--- src/rtl/uart_tx_arbiter.sv ---
// Round-robin arbiter/sequencer sharing one UART transmitter between N_REQ byte producers.
// Latches the winner's byte and parity settings, pulses DATA_VALID once, then tracks Busy.
module uart_tx_arbiter #(
    parameter int unsigned N_REQ        = 4,
    parameter int unsigned DATA_WIDTH   = 8,
    parameter int unsigned BUSY_TIMEOUT = 15,
    localparam int unsigned ID_W        = (N_REQ > 1) ? $clog2(N_REQ) : 1
) (
    input  logic                        clk_i,
    input  logic                        rst_i,
    input  logic [N_REQ-1:0]            req_i,
    input  logic [N_REQ*DATA_WIDTH-1:0] req_data_i,
    input  logic [N_REQ-1:0]            req_par_en_i,
    input  logic [N_REQ-1:0]            req_par_typ_i,
    output logic [N_REQ-1:0]            gnt_o,
    output logic [DATA_WIDTH-1:0]       p_data_o,
    output logic                        par_en_o,
    output logic                        par_typ_o,
    output logic                        data_valid_o,
    input  logic                        busy_i,
    output logic                        active_o,
    output logic [ID_W-1:0]             cur_id_o,
    output logic                        timeout_err_o
);

    localparam logic [1:0] S_IDLE      = 2'd0;
    localparam logic [1:0] S_LAUNCH    = 2'd1;
    localparam logic [1:0] S_WAIT_BUSY = 2'd2;
    localparam logic [1:0] S_WAIT_DONE = 2'd3;

    localparam logic [7:0]      TIMEOUT_CNT = 8'(BUSY_TIMEOUT);
    localparam logic [ID_W-1:0] LAST_ID     = ID_W'(N_REQ - 1);

    logic [1:0]            state_q,   state_d;
    logic [ID_W-1:0]       ptr_q,     ptr_d;
    logic [ID_W-1:0]       cur_id_q,  cur_id_d;
    logic [DATA_WIDTH-1:0] p_data_q,  p_data_d;
    logic                  par_en_q,  par_en_d;
    logic                  par_typ_q, par_typ_d;
    logic [7:0]            cnt_q,     cnt_d;
    logic                  active_q,  active_d;
    logic                  timeout_err;

    logic                  found;
    logic [ID_W-1:0]       win;
    logic [ID_W-1:0]       cand_id;

    // First requesting index at or above ptr, wrapping around.
    always_comb begin
        found   = 1'b0;
        win     = '0;
        cand_id = '0;
        for (int unsigned k = 0; k < N_REQ; k++) begin
            cand_id = ID_W'((32'(ptr_q) + k) % N_REQ);
            if (!found && req_i[cand_id]) begin
                found = 1'b1;
                win   = cand_id;
            end
        end
    end

    always_comb begin
        state_d     = state_q;
        ptr_d       = ptr_q;
        cur_id_d    = cur_id_q;
        p_data_d    = p_data_q;
        par_en_d    = par_en_q;
        par_typ_d   = par_typ_q;
        cnt_d       = cnt_q;
        timeout_err = 1'b0;
        case (state_q)
            S_IDLE: begin
                if (found && !busy_i) begin
                    p_data_d  = req_data_i[win*DATA_WIDTH +: DATA_WIDTH];
                    par_en_d  = req_par_en_i[win];
                    par_typ_d = req_par_typ_i[win];
                    cur_id_d  = win;
                    ptr_d     = (win == LAST_ID) ? '0 : win + ID_W'(1);
                    state_d   = S_LAUNCH;
                end
            end
            S_LAUNCH: begin
                cnt_d   = '0;
                state_d = S_WAIT_BUSY;
            end
            S_WAIT_BUSY: begin
                if (busy_i) begin
                    state_d = S_WAIT_DONE;
                end else if (cnt_q == TIMEOUT_CNT) begin
                    timeout_err = 1'b1;
                    state_d     = S_IDLE;
                end else begin
                    cnt_d = cnt_q + 8'd1;
                end
            end
            S_WAIT_DONE: begin
                if (!busy_i) state_d = S_IDLE;
            end
            default: state_d = S_IDLE;
        endcase
        active_d = (state_d != S_IDLE);
    end

    always_ff @(posedge clk_i or posedge rst_i) begin
        if (rst_i) begin
            state_q   <= S_IDLE;
            ptr_q     <= '0;
            cur_id_q  <= '0;
            p_data_q  <= '0;
            par_en_q  <= 1'b0;
            par_typ_q <= 1'b0;
            cnt_q     <= '0;
            active_q  <= 1'b0;
        end else begin
            state_q   <= state_d;
            ptr_q     <= ptr_d;
            cur_id_q  <= cur_id_d;
            p_data_q  <= p_data_d;
            par_en_q  <= par_en_d;
            par_typ_q <= par_typ_d;
            cnt_q     <= cnt_d;
            active_q  <= active_d;
        end
    end

    // Grant and DATA_VALID decode from the LAUNCH state so reset clears them at once.
    assign gnt_o         = (state_q == S_LAUNCH) ? (N_REQ'(1) << cur_id_q) : '0;
    assign data_valid_o  = (state_q == S_LAUNCH);
    assign timeout_err_o = timeout_err;
    assign p_data_o      = p_data_q;
    assign par_en_o      = par_en_q;
    assign par_typ_o     = par_typ_q;
    assign active_o      = active_q;
    assign cur_id_o      = cur_id_q;

endmodule

--- config.mk ---
export PLATFORM = sky130hd
export DESIGN_NAME = uart_tx_arbiter
export DESIGN_NICKNAME = d
export VERILOG_FILES = /design/src/rtl/uart_tx_arbiter.sv
export SDC_FILE = /design/constraint.sdc
export NUM_CORES = 1
export LEC_CHECK = 0
export ABC_AREA = 1
export CELL_PAD_IN_SITES_DETAIL_PLACEMENT = 1
export CELL_PAD_IN_SITES_GLOBAL_PLACEMENT = 2
export CORE_MARGIN = 8
export CORE_UTILIZATION = 26
export CTS_CLUSTER_SIZE = 24
export DETAILED_ROUTE_END_ITERATION = 16
export PLACE_DENSITY_LB_ADDON = 0.25
export SLEW_MARGIN = 20
export SYNTH_ARGS = -nofsm -noshare
export SYNTH_HDL_FRONTEND = slang
export SYNTH_SLANG_ARGS = --single-unit
--- constraint.sdc ---
create_clock -name clk_i -period 3.4 [get_ports clk_i]
set_input_delay 0.34 -clock clk_i [delete_from_list [all_inputs] [get_ports clk_i]]
set_output_delay 0.34 -clock clk_i [all_outputs]
set_load 0.01 [all_outputs]
# After elaboration in Yosys (flattened, before gate mapping)
# Cells that the tools add are included.
# op_classes
order_cmp	5
addsub	5
eq_ne	7
reduce_logical	13
mux	33
shift	2
# ops
cell	count
32-bit by 6-bit indexed part select with 8-bit output	1
2-bit 2-to-1 mux	9
8-bit 2-to-1 mux	2
8-bit one-hot mux with 2 select lines	1
2-bit by 3-bit less-than comparator with 1-bit output (second input constant)	5
1-bit 2-to-1 mux	13
1-bit binary-select mux with 2-bit select	6
8-bit by 1-bit adder with 8-bit output (second input constant)	1
8-bit by 4-bit == test with 1-bit output (second input constant)	1
2-bit one-hot mux with 4 select lines	1
2-bit == test (second input constant)	3
2-bit by 1-bit adder with 2-bit output (second input constant)	2
2-bit adder (second input constant)	2
1-bit logical AND	4
1-bit logical NOT	4
4-bit 2-to-1 mux	1
2-bit != test (second input constant)	2
2-bit nonzero test	2
1-bit by 2-bit << shifter with 4-bit output (first input constant)	1
3-bit AND reduction	1
2-bit by 1-bit == test with 1-bit output (second input constant)	1
2-bit logical NOT	1
2-bit AND reduction	1
# word_totals
output_inout_bits	19
input_bits	47
wordCells	73
register_bits	25

# Depth between registers and ports, before layout
# Gate-level depths: netlist (run 1).
# logic_depth
word_depth	16
mapped_depth	17
mapped_depth_nobuf	15

# Worst setup path before layout (run 1)
# No wires, ideal clock.
# synth_path
path_type	register to register
from	reg state_q[0]
to	reg cnt_q[7]
path_buffers	1
arrival_ns	1.596
required_ns	3.269
stages_incl_launch_ff	14
setup_slack_ns	1.673
setup_time_ns	0.131
cell_sequence	dfrtp_1 inv_1 ha_1 clkbuf_1 nand2_1 inv_1 nor2_1 nand2_1 inv_1 nand2_1 inv_1 nand4_1 xor2_1 nor2_1
# synth_between
elab_chain_len	3
word_cells_on_any_way	7
# synth_lines
element	line_no	text
from (decl)	34	logic [1:0] state_q, state_d;
from (signal assigned)	115	state_q <= state_d;
2-bit == test / 2-bit by 1-bit == test with 1-bit output (equally long branches)	71	case (state_q)
2-bit != test (no source line) / 2-bit nonzero test (equally long branches)	--	
3-bit AND reduction (no source line)	--	
to (signal assigned)	121	cnt_q <= cnt_d;
to (decl)	40	logic [7:0] cnt_q, cnt_d;
# Parallel ways exist; a longest one is shown, timed or not.
# A chain may end at the register's enable or synchronous reset.

# Final worst setup path (run 1)
# layout_path
from	reg state_q[0]
to	out timeout_err_o
# layout_between
elab_chain_len	2
# layout_lines
element	line_no	text
2-bit == test	71	
1-bit 2-to-1 mux	71	
to (decl)	23	output logic timeout_err_o
# No other way between the ends.

==> results.yml, run 1 <==
outcome:
  run_status: "finished, final reports clean"
pwr:
  ir_drop_mv: 0.270
  total_power_mw: 2.44
  p_leak_nw: 1.36
  p_per_area_nw_per_um2: 897
synthesis:
  synth-edff-count: 0
  synth_warnings: 0
  synth_area_per_cell_um2: 6.60
  syn_area_um2: 1970
  synth-seq-cells: 25
  synth_top_area_cell: "dfrtp_1"
  syn_nets: 352
  synth_common_cells: "131 x nand2_1, 34 x inv_1, 31 x nand3_1, 25 x dfrtp_1, 10 x nand2_2"
  synth_top_area_share_pct: 31.7
  syn_inst: 299
  ys_seq_area_share_pct: 31.7
  synth_flop_cell: "dfrtp_1"
  yosys.cell_types.count: 28
  synth.area.top_cells: "dfrtp_1 32%, nand2_1 25%, nand3_1 7.9%, inv_1 6.5%, ha_1 3.8%"
  synth.most_common_cell: "nand2_1"
  async_flop_share_pct: 100
detailed_routing:
  ant_nets: 0
  drtIter0Drc: 57
  routed-wl-met2_um: 2920
  drt-met1-wl_um: 3110
  finalWirelength_um: 6390
  routed.top_layer: "met4"
  route.detailed.drc: 0
  via_per_inst: 4.34
  via_count: 1990
  wl_met3_um: 333
  routedWlPerCell_um: 13.9
  drtPass1Iterations: 4
timing:
  setup_viol: 0
  fin_ws_ns: 1.05
  fin_worst_skew_ns: 0.00742
  min_period_ns: 2.35
  whs_ns: 0.439
  finalHoldViolations: 0
  fin_crit_sh_pct: 69.3
  drv_slew: 0
  fmax_mhz: 425
  tightest_slew_ns: 0.596
  setup_tns_ns: 0
  relSlewSlack_pct: 60.2
  grt_setup_unrepaired: "no"
critical_path:
  path_max_fanout: 8
  slowest_delay_ns: 0.55
  cp_slowest_cell: "clkdlybuf4s50_1"
  crit_arrival_ns: 2.01
  ff2ff_setup_slack_ns: 1.12
  reg2reg_to: "p_data_o[6]$_DFFE_PP0P_"
  crit_required_ns: 3.06
  end_kind: "primary output"
  regToRegStartpoint: "ptr_q[0]$_DFFE_PP0P_"
  crit_type: "reg -> out"
  worstRegToRegCells: 11
  critical_path.cell_chain: "inv_1 -> ha_1 -> nand3_1 -> nor2_1 -> clkdlybuf4s50_1"
  crit_family: "buffers and inverters"
  path_buf_inv: 2
  critPathLaunchType: "flop"
  cp_num_cells: 5
clock_network:
  cts_setup_buffers: 0
  clockBufferDepth: 2
  cts.sinks: 25
  h-tree-depth: 1
  clkTransAtPathRegs_ns: 0.10
  cts_hold_buffers: 0
  insertion_delay_ns: 0.28
  tritoncts: "done"
  cts-resized-gates: 0
  cts_inserted_buffers: 3
  cts-root-buf: "clkbuf_8"
grt:
  grt_pass1_wl_um: 10800
  grt_pass1_vias: 2206
  antenna_found_initial: 0
  grt_max_degree: 26
  overflow: 0
  grt_usage_pct: 12.8
flow_run:
  maxCapViolCount: 0
placed_design:
  place_ws_ns: 1.03
  place_area_um2: 2670
  portBuffers: 65
  place_congestion: 0.767
  post-dp-hpwl_um: 5050
final_layout:
  n_antenna_cell: 0
  num-nets-final: 414
  layout-drive-gt1-share_pct: 8.61
  final_area_um2: 2720
  area_growth_pct: 37.8
  ff_latch_area_um2: 626
  multi_input_area_um2: 1120
  nFillCells: 971
floorplan:
  fp.dieW_um: 103
  core-area_um2: 7290
  die_h_um: 103
  rows: 31
  die-area_um2: 10600
  ios: 66
  start_util_pct: 27.1
hold_path:
  hold_class: "in -> async"
==> registers in the layout, summed over array words and instances, names as in the netlist <==
name	flops
p_data_o	8
par_typ_o	1
state_q	2
active_o	1
ptr_q	2
par_en_o	1
cur_id_o	2
cnt_q	8
==> kinds of logic (layout without fill, tap and decap cells) <==
kind of cell,count (synthesis),in the layout,synth area share [%]
AOI/OAI and AO/OA,20,20,5.90
buffers and inverters,49,110,11.6
and+or+nand+nor,197,197,46.1
xor gates and xnor gates,2,2,0.888
adders and majority gates,6,6,3.80
DFF,25,25,31.7
==> metal layers <==
layer	track usage [%]	up-vias
met3	3.11	2
met5	0	-
met2	20.6	38
met4	1.67	0
li1	-	1051
met1	17.2	899
==> cell usage in the layout, fill, tap and decap left out <==
cell type        count
inv_1               33
nand2_1            131
nor3_1               7
nand3_1             31
ha_1                 6
a211oi_1             1
nor2_8               1
nand4_1              2
a31oi_1              1
clkinv_2             1
o21ai_0              6
xor2_1               1
xnor2_1              1
a221oi_1             1
nor2_1               7
nand3_2              2
a311oi_1             1
o21ai_1              3
dfrtp_1             25
nand2_2             10
nor2_4               2
inv_2                8
o21a_1               2
nand2_4              1
nand3_4              3
clkbuf_8             3
clkdlybuf4s50_1     65
a21oi_1              5
==> metrics by stage <==
stage / util, % / cells
floorplan: - / 299
global placement: 36.7 / 455
detailed placement: 36.7 / 455
CTS: 37.3 / 459
global route: 37.3 / 459
finish: 37.3 / 459
==> power by group <==
| group | leakage (nW) | switching (mW) | internal, mW |
|---|---|---|---|
| clock network | 0.0255 | 0.109 | 0.0823 |
| registers | 0.319 | 0.0950 | 0.404 |
| logic | 1.01 | 1.11 | 0.639 |
==> layout make-up <==
| cell class | instances | area share (%) |
|---|---|---|
| Timing Repair Buffer | 65 | 23.9 |
| Sequential cell | 25 | 23.0 |
| Tap cell | 99 | 4.56 |
| Multi-Input combinational cell | 225 | 41.1 |
| Inverter | 41 | 5.66 |
| Clock inverter | 1 | 0.184 |
| Clock buffer | 3 | 1.52 |
==> worst max path at each step <==
stage                               from                 endpoint  slack [ns]
floorplan           state_q[0]$_DFF_PP0_     cnt_q[7]$_DFFE_PP0P_        1.67
detailed placement              req_i[2]  p_data_o[6]$_DFFE_PP0P_        1.03
finish              state_q[0]$_DFF_PP0_            timeout_err_o        1.05
CTS                 state_q[0]$_DFF_PP0_            timeout_err_o        1.01
global route        ptr_q[0]$_DFFE_PP0P_  p_data_o[4]$_DFFE_PP0P_        0.84
global placement                req_i[0]  p_data_o[2]$_DFFE_PP0P_        1.05
(Power assumes the default switching activity.)
==> run 2, diff against run 1 <==
CORE_UTILIZATION = 24   (was 26)
clock period = 2.45 ns   (was 3.4 ns; I/O delays follow)
==> run 2 against run 1 <==
  * Clock power up 32%
  * Sequential share of layout area fell by 0.24 points
  * Final cell count is 2.0% higher
  * Wire length decreased by 4.4%
  * Setup slack worse by 0.86 ns
  * Clock skew down 0.0046 ns
  * Critical path type unchanged
  * Critical endpoint unchanged
==> results.yml, run 2 (synthesis results as in run 1) <==
final_layout:
  final_cell_mix: "131 x nand2_1, 65 x clkdlybuf4s50_1, 34 x inv_1"
  n_antenna_cell: 0
  utilization_pct: 34.0
  num-nets-final: 417
  final_common_cell: "nand2_1"
  layout-drive-gt1-share_pct: 8.82
  area_growth_pct: 39.3
pwr:
  ir_drop_mv: 0.391
  p_per_area_nw_per_um2: 1240
  p_leak_nw: 1.37
detailed_routing:
  routedWlPerCell_um: 13.1
  drtPass1Iterations: 4
  ant_nets: 0
  route.detailed.drc: 0
  via_count: 2042
  via_per_inst: 4.36
  drtIter0Drc: 46
  finalWirelength_um: 6110
floorplan:
  core-area_um2: 8090
  die-area_um2: 11400
  die_h_um: 107
  start_util_pct: 24.4
  ios: 66
  fp.dieW_um: 107
  rows: 33
critical_path:
  crit_type: "reg -> out"
  worstRegToRegCells: 13
  path_buf_inv: 2
  cp_num_cells: 5
  end_kind: "primary output"
  slowest_delay_ns: 0.55
  critical_path.cell_chain: "inv_1 -> ha_1 -> nand3_1 -> nor2_1 -> clkdlybuf4s50_1"
  regToRegStartpoint: "ptr_q[0]$_DFFE_PP0P_"
  crit_end: "timeout_err_o"
  crit_arrival_ns: 2.02
  crit_required_ns: 2.20
  critPathLaunchType: "flop"
  ff2ff_setup_slack_ns: 0.40
  crit_family: "buffers and inverters"
  cp_slowest_cell: "clkdlybuf4s50_1"
  critPathLaunch: "state_q[0]$_DFF_PP0_"
  path_max_fanout: 8
  reg2reg_to: "par_typ_o$_DFFE_PP0P_"
grt:
  antenna_found_initial: 0
  grt_pass1_vias: 2234
  grt_max_degree: 26
  grt_pass1_wl_um: 10500
  grt_usage_pct: 11.0
  overflow: 0
placed_design:
  post-dp-hpwl_um: 4950
  place_congestion: 0.755
  portBuffers: 65
timing:
  relSlewSlack_pct: 72.1
  min_period_ns: 2.26
  drv_slew: 0
  setup_tns_ns: 0
  setup_viol: 0
  tightest_slew_ns: 0.417
  grt_setup_unrepaired: "no"
  fin_worst_skew_ns: 0.00280
  fin_crit_sh_pct: 92.3
  fmax_mhz: 442
  finalHoldViolations: 0
flow_run:
  maxCapViolCount: 0
clock_network:
  h-tree-depth: 1
  cts.sinks: 25
  cts_inserted_buffers: 3
  cts_hold_buffers: 0
  insertion_delay_ns: 0.27
  cts-root-buf: "clkbuf_8"
  tritoncts: "done"
  clockBufferDepth: 2
  clkTransAtPathRegs_ns: 0.09
  cts_setup_buffers: 0
  cts-resized-gates: 0
hold_path:
  hold_class: "in -> async"
outcome:
  run_status: "finished, final reports clean"
## run 2: changes by cell type in the layout (fill, tap and decap cells not counted), sizes merged
cell and delta:
buf +3, clkbuf +1, clkinv -1
## run 2: layout make-up
class                   count  area, um^2
repair buffers             68         673
well taps                 105         131
fillers                  1065        5350
flip-flops and latches     25         626
clock buffers               4        45.0
multi-input cells         225        1120
inverters                  41         154
## run 2: through the flow
| stage | hold WS (ns) | setup WS [ns] | power, mW | area (um^2) | std cells |
|---|---|---|---|---|---|
| floorplan | 0.272 | 0.723 | 2.56 | 1970 | 299 |
| global route | 0.364 | 0.0493 | 3.82 | 2750 | 468 |
| finish | 0.311 | 0.189 | 3.40 | 2750 | 468 |
| global placement | 0.480 | 0.288 | 3.22 | 2700 | 464 |
| detailed placement | 0.494 | 0.244 | 3.23 | 2700 | 464 |
| CTS | 0.323 | 0.134 | 3.51 | 2750 | 468 |
## run 2: power breakdown
part           switching, mW  total [mW]  leakage [nW]  internal [mW]
logic                   1.54        2.46          1.03          0.924
registers              0.129       0.690         0.319          0.562
clock network          0.136       0.252        0.0228          0.117
## run 2: worst reg2reg max path, stage by stage, from the launching register on
cell     delay (ns)
dfrtp_1        0.43
buf_4          0.18
nand2_1        0.06
nand2_1        0.12
nand2_2        0.12
nand2_4        0.07
nor2_8         0.11
nand3_4        0.17
nand3_4        0.24
inv_2          0.16
nand2_1        0.10
nand2_1        0.06
nand2_1        0.06
nand3_1        0.06
## run 2: per-layer routing
metal / global-route usage, % / vias to the layer above / wire (um)
met2: 18.5 / 36 / 2930
met3: 2.88 / 4 / 347
met5: 0 / - / 0
met4: 2.71 / 0 / 38
li1: - / 1056 / -
met1: 13.6 / 946 / 2800
## run 2: worst min path at each step
stage                                 start                       to  slack (ns)  depth (start not counted)
detailed placement  p_data_o[3]$_DFFE_PP0P_  p_data_o[3]$_DFFE_PP0P_        0.49                          2
floorplan                             rst_i       active_o$_DFF_PP0_        0.27                          1
global route                          rst_i  p_data_o[2]$_DFFE_PP0P_        0.36                          3
finish                                rst_i  p_data_o[2]$_DFFE_PP0P_        0.31                          3
global placement    p_data_o[5]$_DFFE_PP0P_  p_data_o[5]$_DFFE_PP0P_        0.48                          2
CTS                                   rst_i  p_data_o[2]$_DFFE_PP0P_        0.32                          3
